$ cat src/rtl/sweep_freq_detector.sv
// Zero-crossing step estimator for the RX side of the 16-step frequency sweep.
// Counts hysteresis-qualified rising crossings per window and maps the count to a step index.
module sweep_freq_detector #(
  parameter int          WIN_LEN    = 65536,
  parameter int          STEP_CROSS = 8,
  parameter logic [15:0] HYST       = 16'd256,
  parameter int          LOCK_WINS  = 4
) (
  input  logic        GCLK,
  input  logic        reset,
  input  logic        MODULE_ENA,
  input  logic        DIN_VALID,
  input  logic [15:0] DIN,
  output logic [15:0] CROSS_CNT,
  output logic [3:0]  STEP_IDX,
  output logic        STEP_VALID,
  output logic        NO_SIGNAL,
  output logic        LOCKED,
  output logic        STEP_CHANGE
);

  localparam int SCW = $clog2(WIN_LEN);
  localparam int MW  = $clog2(LOCK_WINS + 1);
  localparam logic [SCW-1:0]     LAST_SAMP = SCW'(WIN_LEN - 1);
  localparam logic [16:0]        SC        = 17'(STEP_CROSS);
  localparam logic [16:0]        SC_HALF   = 17'(STEP_CROSS / 2);
  localparam logic [MW-1:0]      LOCK_N    = MW'(LOCK_WINS);
  localparam logic signed [16:0] HYST_P    = $signed({1'b0, HYST});
  localparam logic signed [16:0] HYST_N    = -HYST_P;

  typedef enum logic [1:0] {D_IDLE, D_SUB, D_DONE} div_state_t;

  div_state_t      r_state;
  logic            r_pos;
  logic [SCW-1:0]  r_samp_cnt;
  logic [15:0]     r_x_cnt;
  logic [15:0]     r_cross_cnt;
  logic            r_win_done;
  logic [16:0]     r_rem;
  logic [4:0]      r_q;
  logic [3:0]      r_idx;
  logic            r_no_signal;
  logic            r_locked;
  logic            r_step_valid;
  logic            r_step_change;
  logic            r_prev_ok;
  logic [MW-1:0]   r_match;

  logic signed [16:0] w_din_x;
  logic               w_above;
  logic               w_below;
  logic               w_rise;
  logic               w_last;
  logic [15:0]        w_x_next;
  logic               w_div_go;
  logic [3:0]         w_new_idx;
  logic               w_same;
  logic [MW-1:0]      w_match_next;

  assign w_din_x  = $signed({DIN[15], DIN});
  assign w_above  = w_din_x > HYST_P;
  assign w_below  = w_din_x < HYST_N;
  assign w_rise   = DIN_VALID && !r_pos && w_above;
  assign w_last   = DIN_VALID && (r_samp_cnt == LAST_SAMP);
  assign w_x_next = (r_x_cnt == 16'hFFFF) ? r_x_cnt : r_x_cnt + 16'(w_rise);

  // Quotient is capped at 17 so the divide length is bounded regardless of count.
  assign w_div_go     = (r_rem >= SC) && (r_q < 5'd17);
  assign w_new_idx    = (r_q >= 5'd16) ? 4'd15 : 4'(r_q - 5'd1);
  assign w_same       = r_prev_ok && (w_new_idx == r_idx);
  assign w_match_next = !w_same ? MW'(1) :
                        (r_match >= LOCK_N) ? LOCK_N : r_match + 1'b1;

  always_ff @(posedge GCLK) begin
    if (reset || !MODULE_ENA) begin
      r_state       <= D_IDLE;
      r_pos         <= 1'b0;
      r_samp_cnt    <= '0;
      r_x_cnt       <= '0;
      r_cross_cnt   <= '0;
      r_win_done    <= 1'b0;
      r_rem         <= '0;
      r_q           <= '0;
      r_idx         <= '0;
      r_no_signal   <= 1'b0;
      r_locked      <= 1'b0;
      r_step_valid  <= 1'b0;
      r_step_change <= 1'b0;
      r_prev_ok     <= 1'b0;
      r_match       <= '0;
    end else begin
      r_win_done    <= 1'b0;
      r_step_valid  <= 1'b0;
      r_step_change <= 1'b0;

      if (DIN_VALID) begin
        if (w_above)
          r_pos <= 1'b1;
        else if (w_below)
          r_pos <= 1'b0;
        if (w_last) begin
          r_cross_cnt <= w_x_next;
          r_samp_cnt  <= '0;
          r_x_cnt     <= '0;
          r_win_done  <= 1'b1;
        end else begin
          r_samp_cnt <= r_samp_cnt + 1'b1;
          r_x_cnt    <= w_x_next;
        end
      end

      case (r_state)
        D_IDLE: begin
          if (r_win_done) begin
            r_rem   <= {1'b0, r_cross_cnt} + SC_HALF;
            r_q     <= '0;
            r_state <= D_SUB;
          end
        end
        D_SUB: begin
          if (w_div_go) begin
            r_rem <= r_rem - SC;
            r_q   <= r_q + 1'b1;
          end else begin
            // Results are registered on entry to D_DONE so they are visible during it.
            r_step_valid <= 1'b1;
            r_state      <= D_DONE;
            if (r_q == 5'd0) begin
              r_no_signal <= 1'b1;
              r_match     <= '0;
              r_locked    <= 1'b0;
              r_prev_ok   <= 1'b0;
            end else begin
              r_no_signal   <= 1'b0;
              r_idx         <= w_new_idx;
              r_prev_ok     <= 1'b1;
              r_match       <= w_match_next;
              r_locked      <= (w_match_next >= LOCK_N);
              r_step_change <= r_locked && (w_new_idx != r_idx);
            end
          end
        end
        D_DONE: r_state <= D_IDLE;
        default: r_state <= D_IDLE;
      endcase
    end
  end

  assign CROSS_CNT   = r_cross_cnt;
  assign STEP_IDX    = r_idx;
  assign STEP_VALID  = r_step_valid;
  assign NO_SIGNAL   = r_no_signal;
  assign LOCKED      = r_locked;
  assign STEP_CHANGE = r_step_change;

endmodule

$ cat config.mk
export PLATFORM = sky130hd
export DESIGN_NAME = sweep_freq_detector
export DESIGN_NICKNAME = d
export VERILOG_FILES = /design/src/rtl/sweep_freq_detector.sv
export SDC_FILE = /design/constraint.sdc
export NUM_CORES = 1
export LEC_CHECK = 0
export BUFFER_PORTS_ARGS = -buffer_cell sky130_fd_sc_hd__buf_2
export CAP_MARGIN = 0
export CORE_MARGIN = 2
export CORE_UTILIZATION = 40
export DETAILED_ROUTE_END_ITERATION = 16
export GPL_ROUTABILITY_DRIVEN = 1
export PLACE_DENSITY = 0.66
export SYNTH_ARGS = -nofsm -noshare
export SYNTH_HDL_FRONTEND = slang
export SYNTH_SLANG_ARGS = --single-unit
$ cat constraint.sdc
create_clock -name GCLK -period 5.8 [get_ports GCLK]
set_input_delay 0.29 -clock GCLK [delete_from_list [all_inputs] [get_ports GCLK]]
set_output_delay 0.29 -clock GCLK [all_outputs]
set_load 0.005 [all_outputs]
==> results.md, run 1 <==
Pwr:
- Across the VDD grid, the largest voltage drop is 0.0001316 V.
- The total chip power is 1.194 mW.
- The cell area power density is 221.3 mW/mm².
- The static leakage is 1.901 nW.

Timing:
- The transition time at the pin with the least slew margin is between 0.9 and 1 ns.
- The clock arrives with roughly 0.0059 ns of skew.
- The count of endpoints failing hold in the final timing report is 0.
- The worst slew margin relative to its limit is 0.3701.
- The maximum clock frequency is about 400 MHz.
- After routing, the total negative slack on setup checks comes to 0 ns.
- The smallest clock period supported by the final layout is computed as between 2 and 2.5 ns.
- Setup violations remaining at the end of the flow were counted as 0.
- The final-report max-slew violation count is 0.
- Dividing the final minimum period by the clock period gives 0.4296.
- Setup repair after global routing left no endpoint under its margin.

CTS:
- The count of H-tree levels built during CTS is 3.
- No sink is reached through more buffers than the 2 on the longest clock path.
- The post-CTS setup-driven buffer insertion count is 0.
- After clock tree synthesis, the clock-pin slew on the worst setup and hold paths is roughly 0.060 ns.
- Counting the buffers created by CTS gives 9.
- Once the clock tree was built, the resizer swapped 0 gates to a different size.
- The root buffer cell chosen for the clock tree is sky130_fd_sc_hd__clkbuf_16.
- For this design, the CTS-stage hold fixing added 0 buffers.
- TritonCTS built the clock tree.
- The latest clock arrival within the worst-skew pair is 0.35 ns.
- The total clock sinks is 85.

Setup path:
- The kind of capture point of the worst setup path is a flop.
- At the worst endpoint, the arrival time is between 2 and 3 ns.
- The worst setup path is launched from an input pin.
- The critical path is of the input pin to flop type.
- The reg2reg setup slack is approximately 3.4 ns.
- The top fanout value on the critical path is 37.
- The number of cells on the worst reg-to-reg path is 6.
- The worst register-to-register path begins at r_samp_cnt[0]$_SDFFE_PP0P_.
- The worst register-to-register path ends at r_x_cnt[10]$_SDFFE_PP0P_.
- At the worst endpoint, the required time is ~6.1 ns.

Synthesis:
- Counting every instance in the synthesized netlist gives slightly below 600.
- Averaged over all synthesized cells, the footprint is 8.219 µm².
- The share of synthesized cell area in and, or, nand and nor gates is 0.2770.
- Of the total synthesized cell area, the portion taken by XOR and XNOR cells is 0.06717.
- The area share of the leading cell type in the synthesized netlist is 0.3527.
- Among all flip-flop cells after synthesis, the most frequent one is sky130_fd_sc_hd__dfxtp_1.
- The distinct cell type count after synthesis is just over 70.
- The share of async-settable or async-resettable flops after synthesis is 0.
- The largest family of logic cells by synthesized area is simple AND/OR/NAND/NOR gates.
- The number of synthesized register bits is 85.
- In the post-synthesis netlist, the biggest area contributors are sky130_fd_sc_hd__dfxtp_1 35%, sky130_fd_sc_hd__a21oi_1 5.3%, sky130_fd_sc_hd__nand2_1 3.7%, sky130_fd_sc_hd__nor2_1 3.5%, sky130_fd_sc_hd__xor2_1 3.4%.
- After synthesis, the share of cell area in mux cells is 0.006224.
- During synthesis, Yosys emitted a total of 0 warnings.
- The synthesized-area fraction occupied by adder cells is 0.02853.
- When the netlist entered floorplanning its net count stood at around 620.
- The synthesized area is between 0.004 and 0.005 mm².
- sky130_fd_sc_hd__dfxtp_1 takes more of the synthesized area than any other cell.
- For this run, the register share of the synthesized area comes to 0.3527.
- The compound-gate portion of the synthesized area is 0.2210.
- The count of flip-flops with a built-in enable after synthesis is 0.

Drt:
- The via count is approximately 4500.
- The number of design rule violations left after detail routing is 0.
- The residual antenna-violating net count after detailed routing is 0.
- The routed design has between 10000 and 15000 µm of wire.
- The DRC violation total after the first TritonRoute iteration is ~280.
- After detailed routing, the average wire length per cell comes to ~16 µm.
- The post-detailed-route via-to-cell ratio is 5.835.
- Before antenna repair, the detailed router went through 5 iterations.

Place:
- Summing all placed instances gives a cell area of approximately 0.0051 mm².
- The total of buffers placed on input and output ports is 43.
- Including well taps, the total number of placed cells is 747.
- The routability congestion estimate from global placement is approximately 0.87.
- After legalization and detailed placement, the total HPWL measured approximately 8100 µm.

Final layout:
- Counting the fill cells in the layout gives about 1200.
- The count of non-filler cells in the finished layout is 763.
- In the final design database the tool counted about 640 nets.
- The proportion of layout cells with a drive suffix above 1 is 0.1266.
- The area growth from synthesis to layout is 11.83%.
- The finished cells cover 0.005395 mm².
- The number of inserted diodes is 0.

Run:
- Across the run, the number of max-cap violations was 0.

Global routing:
- The largest net degree at the start of global routing is 53.
- The initial antenna violation count came to 0.
- The via count of the first global-routing pass came to 4174.
- The residual overflow from global routing is 0.
- The first global-routing pass estimated a little under 20000 µm of wire.
- Across every metal layer, demand over resource in global routing totals 0.1866.

Worst hold path:
- The path with the worst hold slack has its endpoint at r_pos$_SDFFE_PP0P_.
- The number of stages on the worst hold path is 3.
- The min-delay analysis places its worst path in the category input pin to flop.
- The worst hold path begins at DIN[15].

Die:
- In this run the core area contains 40 standard-cell rows.
- The initial core utilization is 0.4050.
- The width of the die is roughly 110 µm.
- After floorplanning, the core was sized to cover ~0.012 mm².
- The die is 113.8 µm tall.
- The die covers ~0.013 mm².
- 44 I/O pins were placed.

Outcome:
- The flow ran to the end, and the final reports show no timing, DRC or antenna violations.
[power breakdown]
part | internal, mW | total [mW] | leakage (nW) | switching (mW)
sequential | 0.585 | 0.586 | 0.685 | 0.000950
clock | 0.344 | 0.575 | 0.143 | 0.230
combinational | 0.0119 | 0.0337 | 1.07 | 0.0218
total | 0.941 | 1.19 | 1.90 | 0.253
[cell usage after synthesis, types with 8 or more instances]
master                     instances
sky130_fd_sc_hd__a21oi_1          51
sky130_fd_sc_hd__and2_1            8
sky130_fd_sc_hd__and3_1            8
sky130_fd_sc_hd__and4_1            8
sky130_fd_sc_hd__clkbuf_1         23
sky130_fd_sc_hd__dfxtp_1          85
sky130_fd_sc_hd__ha_1             11
sky130_fd_sc_hd__inv_1            19
sky130_fd_sc_hd__nand2_1          47
sky130_fd_sc_hd__nand3_1          29
sky130_fd_sc_hd__nand4_1          22
sky130_fd_sc_hd__nor2_1           45
sky130_fd_sc_hd__nor3_1           20
sky130_fd_sc_hd__nor4_1            9
sky130_fd_sc_hd__o21ai_0          25
sky130_fd_sc_hd__o22ai_1          10
sky130_fd_sc_hd__xnor2_1          18
sky130_fd_sc_hd__xor2_1           19
[layer usage]
layer	routed length (µm)	GRT usage	up-vias
li1	-	-	2227
met1	5285	0.2374	2093
met2	5750	0.3094	112
met3	534	0.02922	20
met4	259	0.09024	0
met5	0	0	-
[critical path, stage by stage]
cell	delay [ns]
sky130_fd_sc_hd__buf_2	0.45
sky130_fd_sc_hd__or3b_2	0.51
sky130_fd_sc_hd__nor2_1	0.11
sky130_fd_sc_hd__ha_1	0.22
sky130_fd_sc_hd__nand4_1	0.21
sky130_fd_sc_hd__nor2_1	0.32
sky130_fd_sc_hd__nand4_1	0.21
sky130_fd_sc_hd__nor4b_1	0.30
sky130_fd_sc_hd__o21bai_1	0.15
[per-stage QoR]
| step | setup slack, ns | hold slack [ns] | util |
|---|---|---|---|
| 2_1_floorplan | 3.446 | 0.4350 | - |
| 3_3_place_gp | 3.089 | 0.4440 | 0.4283 |
| 3_5_place_dp | 2.985 | 0.4495 | 0.4283 |
| 4_1_cts | 3.339 | 0.2385 | 0.4529 |
| 5_1_grt | 3.143 | 0.2647 | 0.4529 |
| 6_report | 3.309 | 0.2477 | 0.4529 |
[worst max path at each step]
stage / from / to / slack, ns / depth (start not counted)
after floorplan: DIN[13] / r_x_cnt[10]$_SDFFE_PP0P_ / 3.45 / 10
after global placement: DIN_VALID / r_x_cnt[13]$_SDFFE_PP0P_ / 3.09 / 9
after detailed placement: DIN_VALID / r_x_cnt[10]$_SDFFE_PP0P_ / 2.98 / 9
after global routing: DIN_VALID / r_x_cnt[13]$_SDFFE_PP0P_ / 3.14 / 9
final: DIN_VALID / r_x_cnt[13]$_SDFFE_PP0P_ / 3.31 / 9
after CTS: DIN_VALID / r_x_cnt[13]$_SDFFE_PP0P_ / 3.34 / 9
[registers in the layout, summed over array words and instances (netlist names)]
name / flops
STEP_VALID: 1
STEP_IDX: 4
CROSS_CNT: 16
r_state: 2
r_samp_cnt: 16
LOCKED: 1
STEP_CHANGE: 1
r_q: 5
r_win_done: 1
r_rem: 17
r_x_cnt: 16
r_prev_ok: 1
r_pos: 1
r_match: 2
NO_SIGNAL: 1
[cell type report]
cell class,count,area [µm²],area share
Clock buffer,12,246.5,0.04569
Clock inverter,4,47.55,0.008813
Tap cell,147,183.9,0.03409
Sequential cell,85,1702,0.3154
Multi-Input combinational cell,449,2899,0.5373
Inverter,19,71.32,0.01322
Timing Repair Buffer,47,245.2,0.04545
[cells in the final DEF (no fill, tap or decap), types with 7 or more instances in the layout]
master and count:
sky130_fd_sc_hd__a21oi_1 51, sky130_fd_sc_hd__and2_1 8, sky130_fd_sc_hd__and3_1 8, sky130_fd_sc_hd__and4_1 8
sky130_fd_sc_hd__buf_2 43, sky130_fd_sc_hd__clkbuf_16 9, sky130_fd_sc_hd__dfxtp_1 85, sky130_fd_sc_hd__ha_1 11
sky130_fd_sc_hd__inv_1 19, sky130_fd_sc_hd__nand2_1 47, sky130_fd_sc_hd__nand3_1 29, sky130_fd_sc_hd__nand4_1 22
sky130_fd_sc_hd__nor2_1 45, sky130_fd_sc_hd__nor3_1 20, sky130_fd_sc_hd__nor4_1 9, sky130_fd_sc_hd__o211ai_1 7
sky130_fd_sc_hd__o21ai_0 25, sky130_fd_sc_hd__o22ai_1 10, sky130_fd_sc_hd__or4_1 7, sky130_fd_sc_hd__xnor2_1 18
sky130_fd_sc_hd__xor2_1 19
[kinds of logic (layout without fill, tap and decap cells)]
family,after synthesis,after routing
muxes,3,3
adders and majority gates,11,11
xor gates and xnor gates,37,37
buffers and inverters,53,82
AOI/OAI and AO/OA,153,153
DFF,85,85
and+or+nand+nor,245,245
Note: power is estimated with default switching activity, not from simulation.
==> inputs of run 2 (changes only) <==
==> constraint.sdc (replaced) <==
create_clock -name GCLK -period 2.4 [get_ports GCLK]
set_input_delay 0.12 -clock GCLK [delete_from_list [all_inputs] [get_ports GCLK]]
set_output_delay 0.12 -clock GCLK [all_outputs]
set_load 0.005 [all_outputs]
==> run 2 against run 1 <==
Against the previous run:
- clock skew increased by 0.0029 ns
- first-iteration DRC count decreased by 5.7%
- power increased to 2.5 times the previous value
- cell count increased by 2.2%
- clock power increased to 2.7 times the previous value
- via count increased by 2.2%
- global-route usage increased by 0.75 points
- largest cell class unchanged
- highest routed layer unchanged
==> results.md, run 2 (synthesis gave the netlist of run 1 again) <==
Pwr:
- The cell area power density came to 544.7 mW/mm² (was 221.3 mW/mm²).
- The static leakage came to 2.019 nW (was 1.901 nW).
- The worst vdd rail ir drop was 0.0002759 V (was 0.0001316 V).
- The total chip power is 3.037 mW (was 1.194 mW).

Global routing:
- The via count of the first global-routing pass is 4214 (was 4174).
- The residual overflow from global routing is 0 (unchanged).
- The wire length of the first global-routing pass came to 20310 µm (was 19800 µm).
- The initial antenna violation count came to 0 (unchanged).
- The largest net degree at the start of global routing came to 37 (was 53).
- The combined global-route utilization of all metal layers is 0.1941 (was 0.1866).

Worst hold path:
- The worst hold-check path type is input pin to flop (unchanged).

Drt:
- The first-pass iteration count of the detailed router is 4 (was 5).
- The residual antenna-violating net count after detailed routing is 0 (unchanged).
- The via count came to 4552 (was 4452).
- The post-detailed-route via-to-cell ratio came to 5.836 (was 5.835).
- The number of design rule violations left after detail routing is 0 (unchanged).
- The post-detailed-routing wire length came to 12010 µm (was 11830 µm).
- The DRC violation total after the first TritonRoute iteration is 266 (was 282).
- The routed wirelength normalized by instance count came to 15.40 µm (was 15.50 µm).

Place:
- The estimated wirelength of the detail-placed design came to 8550 µm (was 8112 µm).
- The post-place instance area came to 0.005241 mm² (was 0.005101 mm²).
- The routability congestion estimate from global placement was 0.9182 (was 0.8650).
- The cell total after placement is 764 (was 747).
- The total of buffers placed on input and output ports is 43 (unchanged).

Setup path:
- The kind of capture point of the worst setup path is a flop (unchanged).
- The classification of the worst setup path is flop to flop (was input pin to flop).
- The data arrival time of the worst path was 2.49 ns (was 2.77 ns).
- The kind of start point of the critical path was a flop (was input pin).
- The top fanout value on the critical path is 13 (was 37).
- The critical path required time came to 2.64 ns (was 6.08 ns).

CTS:
- The maximum root-to-sink buffer count is 2 (unchanged).
- The number of buffers inserted for hold repair after clock tree synthesis is 0 (unchanged).
- The total clock sinks is 85 (unchanged).
- The post-CTS resize count is 0 (unchanged).
- The root cell of the clock tree is sky130_fd_sc_hd__clkbuf_16 (unchanged).
- The clock-pin transition on the worst setup and hold timing paths is 0.07 ns (was 0.06 ns).
- The TritonCTS buffer count is 9 (unchanged).
- The count of H-tree levels built during CTS is 3 (unchanged).
- The clock tree from TritonCTS is yes (unchanged).
- The post-CTS setup-driven buffer insertion count was 0 (unchanged).
- The latest clock arrival within the worst-skew pair came to 0.36 ns (was 0.35 ns).

Timing:
- The transition time at the pin with the least slew margin is 0.5716 ns (was 0.9449 ns).
- The final-report max-slew violation count came to 0 (unchanged).
- The count of endpoints failing hold in the final timing report is 0 (unchanged).
- The count of final setup violators was 0 (unchanged).
- The worst clock skew is 0.008813 ns (was 0.005922 ns).
- The accumulated negative setup slack came to 0 ns (unchanged).
- The maximum clock frequency is 445.4 MHz.
- Unrepaired setup endpoints after global routing: no (unchanged).
- The share of the clock period used by the worst path after layout is 0.9356.
- The worst slew margin relative to its limit came to 0.6189 (was 0.3701).
- Subtracting the final worst setup slack from the clock period gives approximately 2.2 ns.

Outcome:
- Status: completed (unchanged).

Die:
- The die area came to 0.01296 mm² (unchanged).
- The vertical extent of the die is 113.8 µm (unchanged).
- The initial core utilization is 0.4050 (unchanged).
- The core area is 0.01191 mm² (unchanged).
- The count of boundary I/O pins was 44 (unchanged).
- The number of placement rows is 40 (unchanged).
- The width of the die is 113.8 µm (unchanged).

Final layout:
- The proportion of layout cells with a drive suffix above 1 is 0.1532 (was 0.1266).
- Highest-count cells in the layout ignoring fill and taps: 85 x sky130_fd_sc_hd__dfxtp_1, 51 x sky130_fd_sc_hd__a21oi_1, 47 x sky130_fd_sc_hd__nand2_1 (unchanged).
- The register with the most flip-flops is r_rem (unchanged).
- The count of non-filler cells in the finished layout came to 780 (was 763).
- The number of flip-flops in the largest register was 17 (unchanged).
- The final non-filler cell area is 0.005575 mm² (was 0.005395 mm²).
- The number of nets at the end of the flow is 659 (was 642).
- The commonest non-fill, non-tap cell in the layout was sky130_fd_sc_hd__dfxtp_1 (unchanged).
- The signed area change from the synthesized netlist to the final layout came to 15.56% (was 11.83%).
- The number of inserted diodes is 0 (unchanged).

Run:
- The count of max-cap constraint violations is 0 (unchanged).
-- run 2: cell types whose count changed in the layout (fill, tap and decap cells not counted) --
cell	before	now
sky130_fd_sc_hd__nor4b_4	0	1
sky130_fd_sc_hd__buf_12	0	1
sky130_fd_sc_hd__clkinv_4	0	1
sky130_fd_sc_hd__nor4b_2	1	0
sky130_fd_sc_hd__clkbuf_1	2	0
sky130_fd_sc_hd__buf_4	4	20
sky130_fd_sc_hd__bufinv_16	1	2
-- run 2: final timing paths --
check,startpoint,end,slack (ns),depth (start not counted)
setup / recovery,r_rem[3]$_SDFFE_PP0P_,r_rem[16]$_SDFFE_PP0P_,0.15,8
hold / removal,DIN[15],r_pos$_SDFFE_PP0P_,0.08,3
setup reg to reg,r_rem[3]$_SDFFE_PP0P_,r_rem[16]$_SDFFE_PP0P_,0.15,8
hold reg to reg,r_rem[1]$_SDFFE_PP0P_,r_rem[1]$_SDFFE_PP0P_,0.46,2
-- run 2: metrics by stage --
step / util / hold WS (ns) / worst slack, ns
after global routing: 0.4681 / 0.08238 / 0.02323
final: 0.4681 / 0.07538 / 0.1546
after global placement: 0.4400 / 0.4267 / 0.02242
after floorplan: - / 0.3197 / 0.2159
after detailed placement: 0.4400 / 0.4476 / -0.06646
after CTS: 0.4673 / 0.07159 / 0.08570
-- run 2: worst max-delay path, stage by stage, from the launching register on --
cell	delay, ns
sky130_fd_sc_hd__dfxtp_1	0.34
sky130_fd_sc_hd__inv_1	0.10
sky130_fd_sc_hd__ha_1	0.23
sky130_fd_sc_hd__nor4b_4	0.30
sky130_fd_sc_hd__and2_2	0.29
sky130_fd_sc_hd__a31oi_4	0.21
sky130_fd_sc_hd__o21ai_1	0.27
sky130_fd_sc_hd__inv_1	0.14
sky130_fd_sc_hd__a32o_1	0.23
-- run 2: area by class of cell --
cell class / instances / area [µm²]
clock buffer: 10 / 239.0
clock inverter: 6 / 86.33
fill: 1148 / 6336
inverter: 19 / 71.32
multi-input combinational: 449 / 2908
sequential: 85 / 1702
tap: 147 / 183.9
timing repair buffer: 64 / 385.4
-- run 2: layer usage --
metal / share of wire / GRT usage / vias to the layer above
met2: 0.48 / 0.3277 / 109
met4: 0.026 / 0.09512 / 0
met5: 0 / 0 / -
met1: 0.45 / 0.2383 / 2158
met3: 0.038 / 0.03560 / 19
li1: - / - / 2266
-- run 2: power by group --
part	internal, mW	switching (mW)	total [mW]
Clock	0.938	0.599	1.54
Sequential	1.41	0.00239	1.41
Combinational	0.0319	0.0534	0.0853
Total	2.38	0.655	3.04
